$ cat src/rtl/vx_operand_collector.sv
// Operand collector: accepts one scoreboard-cleared instruction, reads rs1..rs3 through one GPR port, presents them to dispatch.
// Optional OPC_ZERO_SKIP_EN: x0 sources are not read and are returned as zero.
`timescale 1ns/1ps
module vx_operand_collector #(
  parameter int CORE_ID     = 0,
  parameter int NUM_THREADS = 4,
  parameter int XLEN        = 32,
  parameter int NR_BITS     = 6,
  parameter int WIS_W       = 2,
  parameter int META_W      = 128
) (
  input  logic                         clk,
  input  logic                         reset_n,
  input  logic                         in_valid,
  output logic                         in_ready,
  input  logic [META_W-1:0]            in_meta,
  input  logic [WIS_W-1:0]             in_wis,
  input  logic [NR_BITS-1:0]           in_rs1,
  input  logic [NR_BITS-1:0]           in_rs2,
  input  logic [NR_BITS-1:0]           in_rs3,
  output logic                         gpr_req_valid,
  input  logic                         gpr_req_ready,
  output logic [WIS_W+NR_BITS-1:0]     gpr_req_addr,
  input  logic [NUM_THREADS*XLEN-1:0]  gpr_rsp_data,
  output logic                         out_valid,
  input  logic                         out_ready,
  output logic [META_W-1:0]            out_meta,
  output logic [WIS_W-1:0]             out_wis,
  output logic [NUM_THREADS*XLEN-1:0]  out_rs1_data,
  output logic [NUM_THREADS*XLEN-1:0]  out_rs2_data,
  output logic [NUM_THREADS*XLEN-1:0]  out_rs3_data
);
  localparam int DW = NUM_THREADS * XLEN;
  localparam int AW = WIS_W + NR_BITS;

  // CORE_ID only tags traces; reject nonsense values at elaboration.
  if (CORE_ID < 0) begin : g_core_id_chk
    $error("vx_operand_collector: CORE_ID must be non-negative");
  end

  typedef enum logic [1:0] {S_IDLE, S_FETCH, S_DRAIN, S_OUT} state_t;

  state_t              r_state;
  logic                r_in_ready;
  logic                r_out_valid;
  logic                r_req_valid;
  logic                r_rsp_pending;
  logic [1:0]          r_rsp_idx;
  logic [2:0]          r_need;
  logic [AW-1:0]       r_req_addr;
  logic [META_W-1:0]   r_meta;
  logic [WIS_W-1:0]    r_wis;
  logic [NR_BITS-1:0]  r_rs [3];
  logic [DW-1:0]       r_op [3];

  logic [2:0]          w_in_need;
  logic [1:0]          w_first_idx;
  logic [1:0]          w_cur_idx;
  logic [2:0]          w_need_left;
  logic [1:0]          w_next_idx;

  function automatic logic [1:0] lowest_idx(input logic [2:0] m);
    if (m[0])      return 2'd0;
    else if (m[1]) return 2'd1;
    else           return 2'd2;
  endfunction

  function automatic logic [2:0] idx_onehot(input logic [1:0] i);
    return 3'b001 << i;
  endfunction

  function automatic logic [NR_BITS-1:0] pick_rs(input logic [1:0] i, input logic [NR_BITS-1:0] a,
                                                 input logic [NR_BITS-1:0] b, input logic [NR_BITS-1:0] c);
    case (i)
      2'd0:    return a;
      2'd1:    return b;
      default: return c;
    endcase
  endfunction

`ifdef OPC_ZERO_SKIP_EN
  assign w_in_need = {in_rs3 != '0, in_rs2 != '0, in_rs1 != '0};
`else
  assign w_in_need = 3'b111;
`endif

  assign w_first_idx = lowest_idx(w_in_need);
  assign w_cur_idx   = lowest_idx(r_need);
  assign w_need_left = r_need & ~idx_onehot(w_cur_idx);
  assign w_next_idx  = lowest_idx(w_need_left);

  always_ff @(posedge clk or negedge reset_n) begin
    if (!reset_n) begin
      r_state       <= S_IDLE;
      r_in_ready    <= 1'b1;
      r_out_valid   <= 1'b0;
      r_req_valid   <= 1'b0;
      r_rsp_pending <= 1'b0;
      r_rsp_idx     <= 2'd0;
      r_need        <= 3'b000;
      r_req_addr    <= '0;
      r_meta        <= '0;
      r_wis         <= '0;
      for (int k = 0; k < 3; k++) begin
        r_rs[k] <= '0;
        r_op[k] <= '0;
      end
    end else begin
      // Response capture runs off the previous cycle's accepted request only.
      r_rsp_pending <= 1'b0;
      if (r_rsp_pending) r_op[r_rsp_idx] <= gpr_rsp_data;

      case (r_state)
        S_IDLE: begin
          if (in_valid) begin
            r_meta     <= in_meta;
            r_wis      <= in_wis;
            r_rs[0]    <= in_rs1;
            r_rs[1]    <= in_rs2;
            r_rs[2]    <= in_rs3;
            r_need     <= w_in_need;
            r_in_ready <= 1'b0;
            for (int k = 0; k < 3; k++) r_op[k] <= '0;
            if (w_in_need != 3'b000) begin
              r_state     <= S_FETCH;
              r_req_valid <= 1'b1;
              r_req_addr  <= {in_wis, pick_rs(w_first_idx, in_rs1, in_rs2, in_rs3)};
            end else begin
              r_state     <= S_OUT;
              r_out_valid <= 1'b1;
            end
          end
        end
        S_FETCH: begin
          if (gpr_req_ready) begin
            r_need        <= w_need_left;
            r_rsp_idx     <= w_cur_idx;
            r_rsp_pending <= 1'b1;
            if (w_need_left == 3'b000) begin
              r_state     <= S_DRAIN;
              r_req_valid <= 1'b0;
            end else begin
              r_req_addr <= {r_wis, r_rs[w_next_idx]};
            end
          end
        end
        S_DRAIN: begin
          if (r_rsp_pending) begin
            r_state     <= S_OUT;
            r_out_valid <= 1'b1;
          end
        end
        S_OUT: begin
          if (out_ready) begin
            r_state     <= S_IDLE;
            r_out_valid <= 1'b0;
            r_in_ready  <= 1'b1;
          end
        end
        default: r_state <= S_IDLE;
      endcase
    end
  end

  assign in_ready      = r_in_ready;
  assign gpr_req_valid = r_req_valid;
  assign gpr_req_addr  = r_req_addr;
  assign out_valid     = r_out_valid;
  assign out_meta      = r_meta;
  assign out_wis       = r_wis;
  assign out_rs1_data  = r_op[0];
  assign out_rs2_data  = r_op[1];
  assign out_rs3_data  = r_op[2];

endmodule

$ cat config.mk
export PLATFORM = sky130hd
export DESIGN_NAME = vx_operand_collector
export DESIGN_NICKNAME = d
export VERILOG_FILES = /design/src/rtl/vx_operand_collector.sv
export SDC_FILE = /design/constraint.sdc
export NUM_CORES = 1
export LEC_CHECK = 0
export CAP_MARGIN = 0
export CORE_AREA = 5 5 310 312
export DETAILED_ROUTE_END_ITERATION = 10
export DIE_AREA = 0 0 315 317
export GPL_TIMING_DRIVEN = 1
export PLACE_DENSITY = 0.55
export RECOVER_POWER = 50
export SYNTH_ARGS = -nofsm -noshare
export SYNTH_HDL_FRONTEND = slang
export SYNTH_SLANG_ARGS = --single-unit
$ cat constraint.sdc
create_clock -name clk -period 2.2 [get_ports clk]
set_input_delay 0.33 -clock clk [delete_from_list [all_inputs] [get_ports clk]]
set_output_delay 0.33 -clock clk [all_outputs]
set_load 0.01 [all_outputs]
# After elaboration in Yosys (flattened, before gate mapping)
# Cells that the tools add are included.
totals:
  word_cells: 85
  register_bits: 551
classes:
  order_cmp: 3
  bitwise_logic: 4
  reduce_logical: 14
  n_mux: 38
  eq_ne: 9
  shift: 1
op_table:
  columns: ["op", "count"]
  rows:
  - ["384-bit two-way mux", 3]
  - ["384-bit bitwise mux", 1]
  - ["128-bit demux with 2-bit select", 1]
  - ["128-bit two-way mux", 1]
  - ["8-bit two-way mux", 3]
  - ["2-bit two-way mux", 9]
  - ["8-bit case mux with 2 select lines", 1]
  - ["6-bit binary-select mux with 2-bit select", 1]
  - ["6-bit two-way mux", 2]
  - ["2-bit inequality test (second input constant)", 6]
  - ["1-bit two-way mux", 9]
  - ["3-bit AND reduction", 3]
  - ["2-bit case mux with 4 select lines", 1]
  - ["4-bit AND reduction", 2]
  - ["3-bit greater-or-equal comparator (second input constant)", 2]
  - ["3-bit two-way mux", 2]
  - ["2-bit NOT with 3-bit output", 2]
  - ["1-bit case mux with 2 select lines", 3]
  - ["3-bit case mux with 2 select lines", 1]
  - ["2-bit nonzero test", 3]
  - ["5-bit AND reduction", 1]
  - ["2-bit equality test (second input constant)", 2]
  - ["2-bit AND reduction", 2]
  - ["3-bit AND", 1]
  - ["7 further kinds", 7]

# Longest topological paths before layout
logic_depth:
  ltp_word: 14
  ltp_mapped: 9

# Worst setup path before layout
# Ideal clock, no wire load.
synth_path:
  path_kind: "reg2reg"
  start: "register r_state[0]"
  end: "register r_state[1]"
  slack_ns: 0.399
  setup_time_ns: 0.125
  path_buffers: 2
  stages_incl_launch_ff: 9
  required_time_ns: 2.075
  t_arrival_ns: 1.676
  synth_period_minus_slack_ns: 1.801
  cell_sequence: "dfrtp_1 inv_1 ha_1 buf_4 nand2b_4 buf_6 o21ai_1 a311oi_2 mux2_2"
synth_between:
  elab_chain_len: 3
  elab_cells_between_ends: 11
  cone_classes: "eq/ne: 8; mux: 1; reduce/logical: 2"
synth_rtl:
  columns: ["element", "line_no", "rtl"]
  rows:
  - ["start, declared", "43", "state_t r_state;"]
  - ["start signal, assigned", "94", "r_state <= S_IDLE;"]
  - ["start signal, assigned", "125", "r_state <= S_FETCH;"]
  - ["start signal, assigned", "129", "r_state <= S_OUT;"]
  - ["2-bit by 1-bit equality test with 1-bit output, or another cell as far along", "113", "case (r_state)"]
  - ["2-bit inequality test (no source line)", null, null]
  - ["5-bit AND reduction (no source line)", null, null]
# Parallel ways exist; a longest one is shown, timed or not.
# A chain may end at the register's enable or synchronous reset.

# Worst setup path in the final report
layout_path:
  start: "register r_req_addr[2] (netlist: gpr_req_addr[2])"
  end: "output port gpr_req_addr[2]"
layout_lines:
  columns: ["element", "line_no", "rtl"]
  rows:
  - ["start, declared", "50", "logic [AW-1:0] r_req_addr;"]
  - ["start signal, assigned", "127", "r_req_addr <= {in_wis, pick_rs(w_first_idx, in_rs1, in_rs2, in_rs3)};"]
  - ["start signal, assigned", "143", "r_req_addr <= {r_wis, r_rs[w_next_idx]};"]
  - ["end, declared", "23", "output logic [WIS_W+NR_BITS-1:0] gpr_req_addr,"]
# No word-level cell between the ends.

==> flow_metrics.tcl <==
set metrics [dict create \
    outcome "finished with violations" \
    violations "capacitance limit, slew limit" \
    p_per_area_mw_per_mm2 1370 \
    criticalPathCategory "reg -> out" \
    grt.total_usage 0.172 \
    end_kind "output port" \
    grt_pass1_vias 19700 \
    numCtsBuffers 61 \
    die_h_um 317 \
    gp_congestion 0.800 \
    finalClockSkew_ns 0.0289 \
    wire_per_inst_um 20.1 \
    ys_ff_latch 545 \
    drcViolationCount 0 \
    core_area_mm2 0.0928 \
    worstSetupStartpointType "flip-flop" \
    drtPass1Iterations 5 \
    maxSlewViolCount 42 \
    yosys_warnings 0 \
    clk_pin_slew_worst_paths_ns 0.06 \
    r2r_setup_slack_ns 0.14 \
    crit_arrival_ns 1.80 \
    cts_buffer_depth 3 \
    path_buf_inv 1 \
    rsz0062_at_grt "false" \
    setup_violations 0 \
    cpMaxStageDelayCell "clkdlybuf4s50_1" \
    max_stage_delay_ns 0.79 \
    rows 112 \
    start_util 0.233 \
    antenna_found_initial 15 \
    h-tree-depth 2 \
    fmax_mhz 470 \
    postSynthNetCount 2678 \
    fin_nets 3466 \
    slew_headroom -0.181 \
    crit_start "gpr_req_addr[2]$_DFFE_PN0P_" \
    timing.rr.end "out_rs1_data[104]$_DFF_PN0_" \
    grt_overflow 0 \
    hold_viol 0 \
    syn_inst 2392 \
    required_ns 1.87 \
    tns_ns 0 \
    hp-class "in -> reg" \
    drt_iter0_markers 1505 \
    min_period_ns 2.13 \
    nFillCells 9598 \
    drive_gt1_frac 0.0619 \
    avgViaCountPerCell 4.32 \
    hpwlAfterDp_um 65900 \
    ir_drop_mv 0.693 \
    grt_max_degree 79 \
    cts_root_buf "clkbuf_16" \
    pin_count 806 \
    worst_pin_slew_ns 1.77 \
    cts_tree "yes" \
    post-route-util 0.359 \
    synth_cell_type_count 36 \
    drv_cap 1 \
    die_w_um 315 \
    synthesis.area_mm2 0.0216 \
    power.leakage_nw 14.8 \
    ff2ff_path_depth 6 \
    ant_nets 0 \
    postSynthAreaPerCell_um2 9.03 \
    fin_crit_sh 0.968 \
    r2r-start "r_state[0]$_DFFE_PN0P_" \
    critPathMaxFanout 4 \
    grt_pass1_wl_um 132000 \
    critical_path.top_delay_family "buffers and inverters" \
    die-area_mm2 0.0999 \
    numPortBuffers 805 \
    via_count 19400 \
    insertion_delay_ns 0.63 \
    drt_wl_total_um 90200 \
    area_growth_pct 54.3 \
    crit_cells 1 \
    clkSinkCount 545 \
    crit_chain "clkdlybuf4s50_1" \
    ys_seq_area_frac 0.631 \
    endpoint "gpr_req_addr[2]" \
]
==> routing by layer <==
metal | wire length, um | track usage | up-vias | part of all wire
li1 | - | - | 9217 | -
met1 | 34400 | 0.200 | 9377 | 0.38
met2 | 45200 | 0.302 | 675 | 0.50
met3 | 7730 | 0.0586 | 131 | 0.086
met4 | 2750 | 0.0496 | 12 | 0.031
met5 | 77 | 0 | - | 0.00085
==> placed cells by master (no fill, tap or decap), types with 8 or more instances in the layout <==
cell / n
buf_4: 36
clkbuf_16: 62
buf_12: 24
clkdlybuf4s50_1: 717
nor3_1: 8
clkbuf_1: 11
mux2i_1: 9
clkinv_2: 24
o21ai_0: 13
a21oi_1: 388
nand2_1: 1204
clkbuf_2: 16
clkbuf_8: 18
dfrtp_1: 544
dlygate4sd3_1: 88
==> power breakdown <==
| part | switching [mW] | internal (mW) | total, mW |
|---|---|---|---|
| clock network | 4.31 | 5.96 | 10.3 |
| logic | 9.58 | 9.38 | 19.0 |
| registers | 2.28 | 14.0 | 16.3 |
==> synth_stat cells, drive strengths merged <==
master	n	share of area
nand2	1204	0.21
dfrtp	544	0.63
a21oi	388	0.090
buf	99	0.027
clkbuf	69	0.012
o21ai	13	0.0030
mux2i	9	0.0042
nor3	8	0.0019
a311oi	7	0.0031
inv	7	0.0012
o32a	6	0.0028
ha	5	0.0029
nor2	5	0.00087
and3b	4	0.0016
nor2b	4	0.0015
o31ai	4	0.0014
a2111oi	2	0.0014
nand3b	2	0.00069
o22ai	2	0.00058
and2	1	0.00029
clkinv	1	0.00017
dfstp	1	0.0012
maj3	1	0.00046
mux2	1	0.00052
nand2b	1	0.00064
nor3b	1	0.00035
o211ai	1	0.00035
o221ai	1	0.00041
or3b	1	0.00041
==> through the flow <==
| step | setup WS (ns) | power [mW] | hold slack [ns] | cells | cell area, um^2 |
|---|---|---|---|---|---|
| final | 0.0715 | 45.5 | 0.216 | 4489 | 33300 |
| after global routing | 0.0163 | 48.3 | 0.185 | 4484 | 33300 |
| after CTS | 0.00975 | 46.6 | 0.164 | 4483 | 33500 |
| after detailed placement | 0.232 | 36.1 | 0.330 | 4370 | 31400 |
| after global placement | 0.235 | 35.8 | 0.333 | 4370 | 31400 |
| after floorplan | 0.399 | 24.0 | 0.0344 | 2392 | 21600 |
==> sequential cells by signal (all words and copies together), names as in the netlist <==
name,cells
gpr_req_addr,8
gpr_req_valid,1
in_ready,1
out_meta,128
out_rs1_data,128
out_rs2_data,128
out_rs3_data,128
out_valid,1
out_wis,2
r_need,3
r_rs,12
r_rsp_idx,2
r_rsp_pending,1
r_state,2
==> kinds of logic (layout without fill, tap and decap cells) <==
group,after synthesis,in the layout,share of synthesized area
AOI/OAI and AO/OA,424,424,0.103
adders and majority gates,6,6,0.00336
buffers and inverters,176,1013,0.0405
DFF,545,545,0.631
muxes,10,10,0.00469
other,0,6,0
and+or+nand+nor,1231,1231,0.217
==> worst min-delay path by stage <==
stage                                        endpoint  depth (start not counted)          from
final                       out_meta[109]$_DFFE_PN0P_                          3  in_meta[109]
after global routing         out_meta[32]$_DFFE_PN0P_                          3   in_meta[32]
after CTS                    out_meta[56]$_DFFE_PN0P_                          3   in_meta[56]
after detailed placement   out_rs2_data[18]$_DFF_PN0_                          1       reset_n
after global placement     out_rs2_data[18]$_DFF_PN0_                          1       reset_n
after floorplan           gpr_req_addr[0]$_DFFE_PN0P_                          0       reset_n
==> area by class of cell <==
cell class	count	area (um^2)	area share
flip-flops and latches	545	13600	0.409
repair buffers	893	8960	0.269
multi-input cells	1671	7100	0.213
clock buffers	84	1810	0.0544
well taps	1254	1570	0.0471
clock inverters	28	208	0.00623
inverters	8	30.0	0.000901
diodes	6	15.0	0.000450
==> tightest hold or removal path, delay by kind of cell <==
kind          cells  cell delay [ns]
buf+inv           1             0.39
simple gates      2             0.09
==> what timing repair did <==
action                    4_1_cts  5_1_grt
hold endpoints to repair       24        0
setup buffers                   0        0
hold buffers                    1        0
gates resized for setup         0        0
Power figures use the tool's default switching activity.
